<file path="src/rtl/sdram_arb.sv">
// sdram_arb: grants the SDRAM to the refresh, write or read engine and picks the served client channel.
// Build option: define SDRAM_ARB_RR_EN for round-robin channel selection; otherwise fixed priority (lowest index wins).
module sdram_arb #(
    parameter int NUM_CH  = 2,
    parameter int REF_CNT = 750
) (
    input  logic              sclk,
    input  logic              s_rst_n,
    input  logic              init_end,
    input  logic              ref_end,
    input  logic [NUM_CH-1:0] wr_req,
    input  logic              wr_end,
    input  logic [NUM_CH-1:0] rd_req,
    input  logic              rd_end,
    output logic              ref_en,
    output logic              wr_en,
    output logic              rd_en,
    output logic [NUM_CH-1:0] grant
);
    typedef enum logic [2:0] {INIT, IDLE, AREF, WRITE, READ} state_t;

    state_t            state_q, state_d;
    logic [15:0]       cnt_q, cnt_d;
    logic              ref_req_q, ref_req_d;
    logic              wrap;
    logic              ref_en_q, wr_en_q, rd_en_q;
    logic [NUM_CH-1:0] grant_q, grant_d;
    logic [NUM_CH-1:0] wr_sel, rd_sel;

    assign ref_en = ref_en_q;
    assign wr_en  = wr_en_q;
    assign rd_en  = rd_en_q;
    assign grant  = grant_q;

`ifdef SDRAM_ARB_RR_EN
    localparam int IW = (NUM_CH > 1) ? $clog2(NUM_CH) : 1;

    logic [IW-1:0] wr_ptr_q, wr_ptr_d, rd_ptr_q, rd_ptr_d;

    // First asserted request found searching upward from ptr+1, wrapping at NUM_CH.
    function automatic logic [NUM_CH-1:0] pick(input logic [NUM_CH-1:0] req, input logic [IW-1:0] ptr);
        logic [NUM_CH-1:0] g;
        int j;
        g = '0;
        for (int k = NUM_CH; k >= 1; k--) begin
            j = (int'(ptr) + k) % NUM_CH;
            for (int i = 0; i < NUM_CH; i++)
                if (i == j && req[i]) g = NUM_CH'(1) << i;
        end
        return g;
    endfunction

    function automatic logic [IW-1:0] idx(input logic [NUM_CH-1:0] oh);
        logic [IW-1:0] r;
        r = '0;
        for (int i = 0; i < NUM_CH; i++)
            if (oh[i]) r = IW'(i);
        return r;
    endfunction

    assign wr_sel = pick(wr_req, wr_ptr_q);
    assign rd_sel = pick(rd_req, rd_ptr_q);

    // Each pointer remembers the channel granted on the latest entry into its own burst type.
    always_comb begin
        wr_ptr_d = (state_q == IDLE && state_d == WRITE) ? idx(wr_sel) : wr_ptr_q;
        rd_ptr_d = (state_q == IDLE && state_d == READ)  ? idx(rd_sel) : rd_ptr_q;
    end

    // Pointers reset to the last channel so the first search starts at channel 0.
    always_ff @(posedge sclk or negedge s_rst_n) begin
        if (!s_rst_n) begin
            wr_ptr_q <= IW'(NUM_CH - 1);
            rd_ptr_q <= IW'(NUM_CH - 1);
        end else begin
            wr_ptr_q <= wr_ptr_d;
            rd_ptr_q <= rd_ptr_d;
        end
    end
`else
    // Lowest asserted index wins.
    function automatic logic [NUM_CH-1:0] pick(input logic [NUM_CH-1:0] req);
        logic [NUM_CH-1:0] g;
        g = '0;
        for (int i = NUM_CH - 1; i >= 0; i--)
            if (req[i]) g = NUM_CH'(1) << i;
        return g;
    endfunction

    assign wr_sel = pick(wr_req);
    assign rd_sel = pick(rd_req);
`endif

    // Refresh interval timer: idle during INIT, free-running afterwards; a wrap raises a single pending request.
    always_comb begin
        wrap      = (state_q != INIT) && (cnt_q == 16'(REF_CNT - 1));
        cnt_d     = (state_q == INIT || wrap) ? 16'd0 : cnt_q + 16'd1;
        ref_req_d = wrap | (ref_req_q & (state_d != AREF));
    end

    // Next state and grant: refresh beats write beats read, and a burst runs until its own end pulse.
    always_comb begin
        state_d = state_q;
        grant_d = grant_q;
        case (state_q)
            INIT:    state_d = init_end ? IDLE : INIT;
            IDLE: begin
                if (ref_req_q) begin
                    state_d = AREF;
                end else if (|wr_req) begin
                    state_d = WRITE;
                    grant_d = wr_sel;
                end else if (|rd_req) begin
                    state_d = READ;
                    grant_d = rd_sel;
                end
            end
            AREF:    state_d = ref_end ? IDLE : AREF;
            WRITE:   state_d = wr_end ? IDLE : WRITE;
            READ:    state_d = rd_end ? IDLE : READ;
            default: state_d = INIT;
        endcase
        if (state_d != WRITE && state_d != READ) grant_d = '0;
    end

    // State, timer and registered outputs; outputs follow the next state so they line up with it.
    always_ff @(posedge sclk or negedge s_rst_n) begin
        if (!s_rst_n) begin
            state_q   <= INIT;
            cnt_q     <= 16'd0;
            ref_req_q <= 1'b0;
            ref_en_q  <= 1'b0;
            wr_en_q   <= 1'b0;
            rd_en_q   <= 1'b0;
            grant_q   <= '0;
        end else begin
            state_q   <= state_d;
            cnt_q     <= cnt_d;
            ref_req_q <= ref_req_d;
            ref_en_q  <= (state_d == AREF);
            wr_en_q   <= (state_d == WRITE);
            rd_en_q   <= (state_d == READ);
            grant_q   <= grant_d;
        end
    end
endmodule
</file>
<file path="config.mk">
export PLATFORM = sky130hd
export DESIGN_NAME = sdram_arb
export DESIGN_NICKNAME = d
export VERILOG_FILES = /design/src/rtl/sdram_arb.sv
export SDC_FILE = /design/constraint.sdc
export NUM_CORES = 1
export LEC_CHECK = 0
export ABC_AREA = 1
export BUFFER_PORTS_ARGS = -buffer_cell sky130_fd_sc_hd__clkbuf_2
export CAP_MARGIN = 30
export CORE_UTILIZATION = 31
export CTS_CLUSTER_SIZE = 40
export DETAILED_ROUTE_END_ITERATION = 8
export SYNTH_ARGS = -nofsm -noshare
export SYNTH_HDL_FRONTEND = slang
export SYNTH_SLANG_ARGS = --single-unit
</file>
<file path="constraint.sdc">
create_clock -name sclk -period 2.7 [get_ports sclk]
set_input_delay 0.405 -clock sclk [delete_from_list [all_inputs] [get_ports sclk]]
set_output_delay 0.405 -clock sclk [all_outputs]
set_load 0.05 [all_outputs]
</file>
# Yosys cells after proc, flatten, opt, wreduce, memory -nomap -nowiden
# Cells that the tools add are included.
[classes]
addsub = 1
n_eq_ne = 12
mux = 18
bitwise_logic = 2
reduce_logical = 10
[ops]
columns = ["cell", "n"]
rows = [
  ["2-bit 2-to-1 mux", 11],
  ["16-bit by 1-bit adder with 16-bit output (second input constant)", 1],
  ["16-bit by 10-bit equality test with 1-bit output (second input constant)", 1],
  ["16-bit 2-to-1 mux", 1],
  ["3-bit case mux with 5 select lines", 1],
  ["3-bit by 2-bit equality test with 1-bit output (second input constant)", 4],
  ["3-bit 2-to-1 mux", 4],
  ["3-bit equality test (second input constant)", 2],
  ["3-bit by 2-bit != test with 1-bit output (second input constant)", 2],
  ["3-bit nonzero test", 2],
  ["2-bit OR reduction", 2],
  ["3-bit by 1-bit equality test with 1-bit output (second input constant)", 1],
  ["3-bit zero test", 1],
  ["3-bit != test (second input constant)", 1],
  ["3-bit AND reduction", 1],
  ["1-bit logical AND", 2],
  ["2-bit by 1-bit != test with 1-bit output (second input constant)", 1],
  ["2-bit nonzero test", 1],
  ["1-bit bitwise AND", 1],
  ["1-bit logical OR", 1],
  ["1-bit 2-to-1 mux", 1],
  ["1-bit OR", 1],
]
[totals]
ff_bits = 25
input_bits = 10
out_inout_bits = 5

# Depth between registers and ports, before layout
[logic_depth]
word_depth = 9
depth_mapped = 8
ltp_nobuf = 8

# Worst setup path before layout
# No wires, ideal clock.
[synth_timing]
path_kind = "reg-to-reg"
startpoint = "reg cnt_q[0]"
endpoint = "reg cnt_q[10]"
setup_ns = 0.118
t_arrival_ns = 1.174
setup_slack_ns = 1.408
stages_incl_launch_ff = 8
n_path_buf = 1
period_less_slack_ns = 1.292
cell_sequence = "dfrtp_1 > ha_1 > nand4_1 > nor2_1 > nand2_2 > nand2_4 > buf_12 > nor2_1"
[synth_between]
elab_chain_cells = 4
word_cells_on_any_way = 5
classes_between = "add/sub (1); eq/ne (1); mux (1); reduce/logical (2)"
[synth_lines]
columns = ["item", "line", "source"]
rows = [
  ["start: declaration", "23", "logic [15:0] cnt_q, cnt_d;"],
  ["start signal: assignment", "138", "cnt_q <= cnt_d;"],
  ["parallel branches: the longest is 3 deep, another holds 16-bit by 1-bit adder with 16-bit output", "n/a", ""],
  ["16-bit 2-to-1 mux (*)", "97", "cnt_d = (state_q == INIT || wrap) ? 16'd0 : cnt_q + 16'd1;"],
  ["net cnt_d[10]", "23", ""],
]
# Mark *: on every way through the listed nets, which the timed path passes.
# A chain may end at the register's enable or synchronous reset.

# Worst setup path in the final report
[layout_timing]
startpoint = "reg cnt_q[0]"
endpoint = "reg cnt_q[12]"
# The elaborated chain is that of the path after synthesis.

==> results.toml <==
[routing]
routed_via_density = 4.53
wl_per_cell_um = 10.3
drtAntennaViolNets = 0
drtIter0Drc = 32
drc_errors = 0
vias = 1136
routed_wl_um = 2590
drt-pass1-iter-count = 4

[floorplan]
die_h_um = 68.5
rows = 23
start_util = 0.333
fp.dieArea_um2 = 4690
num_io_pins = 15
core_region_area_um2 = 4120
fp.dieW_um = 68.5

[global_routing]
antenna_found_initial = 0
grt_use_met1 = 0.184
grt_pass1_vias = 1028
grt_usage = 0.133
gr-usage-met3 = 0.0200
top_usage_layer = "met2"
grt_max_degree = 26
overflow = 0
globalRouteMet2Util = 0.205
grt_pass1_wl_um = 4580

[worst_setup_path]
required_ps = 2860
end_kind = "flop"
path_common_cell = "nor2_1"
critPathMaxStageDelay_ps = 470
cp_cell_sequence = "ha_1 -> nand2_1 -> nor2_1 -> nand3_1 -> xor2_1 -> nor2_1"
arrival_ps = 1620
crit_path_start_kind = "flop"
critPathMaxFanout = 7
crit_buf_inv = 0
crit_path_top_delay_cell = "dfrtp_1"
path_class = "reg -> reg"
path_delay_family = "flip-flops"

[yosys]
synth_common_cells = "nand2_1, nor2_1, inv_1"
syn_area_per_cell_um2 = 7.45
netlist.area_leader.share = 0.457
ys.flop_type = "dfrtp_1"
synth_area_um2 = 1370
ys_types = 17
yosysWarnings = 0
netlist_top_cells_area = "dfrtp_1, nand2_1, nor2_1, inv_1, nand3_1"
synth-seq-area-share = 0.457
synth-seq-cells = 25
async_flop_share = 1.00
synth_edf_count = 0
synthesis.nets = 196
synth_top_area_cell = "dfrtp_1"
synth_cells = 184
post-synth-top-count-cell = "nand2_1"

[cts]
cts_sinks = 25
clock-root-buffer = "clkbuf_8"
ctsHtreeMaxLevel = 1
clockBufferDepth = 2
tritoncts = "built"
ctsResizeCount = 0
cts_hold_buffers = 0
insertion_delay_ps = 270
clkTransAtPathRegs_ps = 90
cts_buffers = 3
post_cts_buffers = 0

[run]
drv_cap = 0

[sta]
fin_tns_setup_ps = 0
fin_hold_ws_ps = 128
slew_headroom = 0.591
hold_violations = 0
finalCriticalPeriod_ps = 1470
rsz0062_at_grt = "no"
worst-slew-pin-transition_ps = 613
drv_slew = 0
postLayoutSetupSlackWorst_ps = 1230
final.setup_skew_ps = 4.74
setup_viol = 0
fmax_mhz = 682
post-route-period-util = 0.543

[run_status]
outcome = "finished clean"

[finish]
diodes = 0
drive_gt1_frac = 0.144
nets = 214
area_growth_syn_to_layout_pct = 11.6

[power]
seq_power_share = 0.431
p_leak_nw = 0.758
p_int_w = 0.000669
switchingPower_w = 0.000496
powerDensity_nw_per_um2 = 762
clkPwrFrac = 0.190
vdd_drop_max_uv = 234
swShare = 0.426
p_comb_frac = 0.379

[placement]
gp_congestion = 0.792
hpwl_um = 2010
numPortBuffers = 14
dpl_worst_slack_ps = 1250

[hold_path]
holdCritPathClass = "in -> async"
## layer usage
layer	vias up	wire, um
met1	530	1280
met3	4	35
met4	0	51
met5	-	0
li1	595	-
met2	7	1220
## stage by stage
stage | instances | util | total power [W] | instance area [um^2]
after detailed placement | 247 | 0.360 | 0.000955 | 1480
final | 251 | 0.372 | 0.00116 | 1530
after CTS | 251 | 0.372 | 0.00118 | 1530
after floorplan | 184 | - | 0.000881 | 1370
after global placement | 247 | 0.360 | 0.000949 | 1480
after global routing | 251 | 0.372 | 0.00126 | 1530
## layout make-up
cell class	instances	area, um^2
tap	50	62.6
multi-input combinational	128	612
clock buffer	3	41.3
inverter	30	113
clock inverter	1	5.00
timing repair buffer	14	70.1
sequential	25	626
fill	442	2590
## state kept, by name, indices dropped and copies added (netlist names)
name,flops
rd_en,1
wr_en,1
ref_req_q,1
grant,2
cnt_q,16
state_q,3
ref_en,1
## power by group through the flow
stage / Sequential [W] / Combinational [W] / Clock [W]
floorplan: 0.000575 / 0.000306 / 0
global placement: 0.000510 / 0.000439 / 0
detailed placement: 0.000512 / 0.000443 / 0
CTS: 0.000504 / 0.000446 / 0.000230
global route: 0.000515 / 0.000498 / 0.000249
finish: 0.000502 / 0.000441 / 0.000222
## cells in the final DEF (no fill, tap or decap)
master / count
a21oi_1: 5
clkbuf_2: 14
clkbuf_8: 3
clkinv_2: 1
dfrtp_1: 25
ha_1: 2
inv_1: 29
inv_2: 1
nand2_1: 46
nand2_2: 2
nand2_4: 1
nand3_1: 14
nand4_1: 4
nor2_1: 31
nor2_2: 6
nor3_1: 7
nor3_2: 1
o21ai_0: 2
xor2_1: 7
## path summary, 6_finish.rpt
kind,end,slack (ps),depth (start not counted),start
max in group asynchronous,state_q[2],2170,1,s_rst_n
min reg2reg,ref_req_q,540,2,ref_req_q
max reg2reg,cnt_q[12],1230,6,cnt_q[0]
min in group sclk,state_q[1],480,4,wr_end
max,cnt_q[12],1230,6,cnt_q[0]
min,cnt_q[11],130,1,s_rst_n
## cells by family after synthesis
| family | count (synthesis) | synth area share |
|---|---|---|
| AND/OR/NAND/NOR | 112 | 0.358 |
| buffers and inverters | 31 | 0.0968 |
| flip-flops | 25 | 0.457 |
| AO/OA/AOI/OAI | 7 | 0.0256 |
| XOR/XNOR | 7 | 0.0447 |
| adder cells (fa/ha/maj) | 2 | 0.0183 |
No activity file was read; power rests on OpenSTA's default activity.
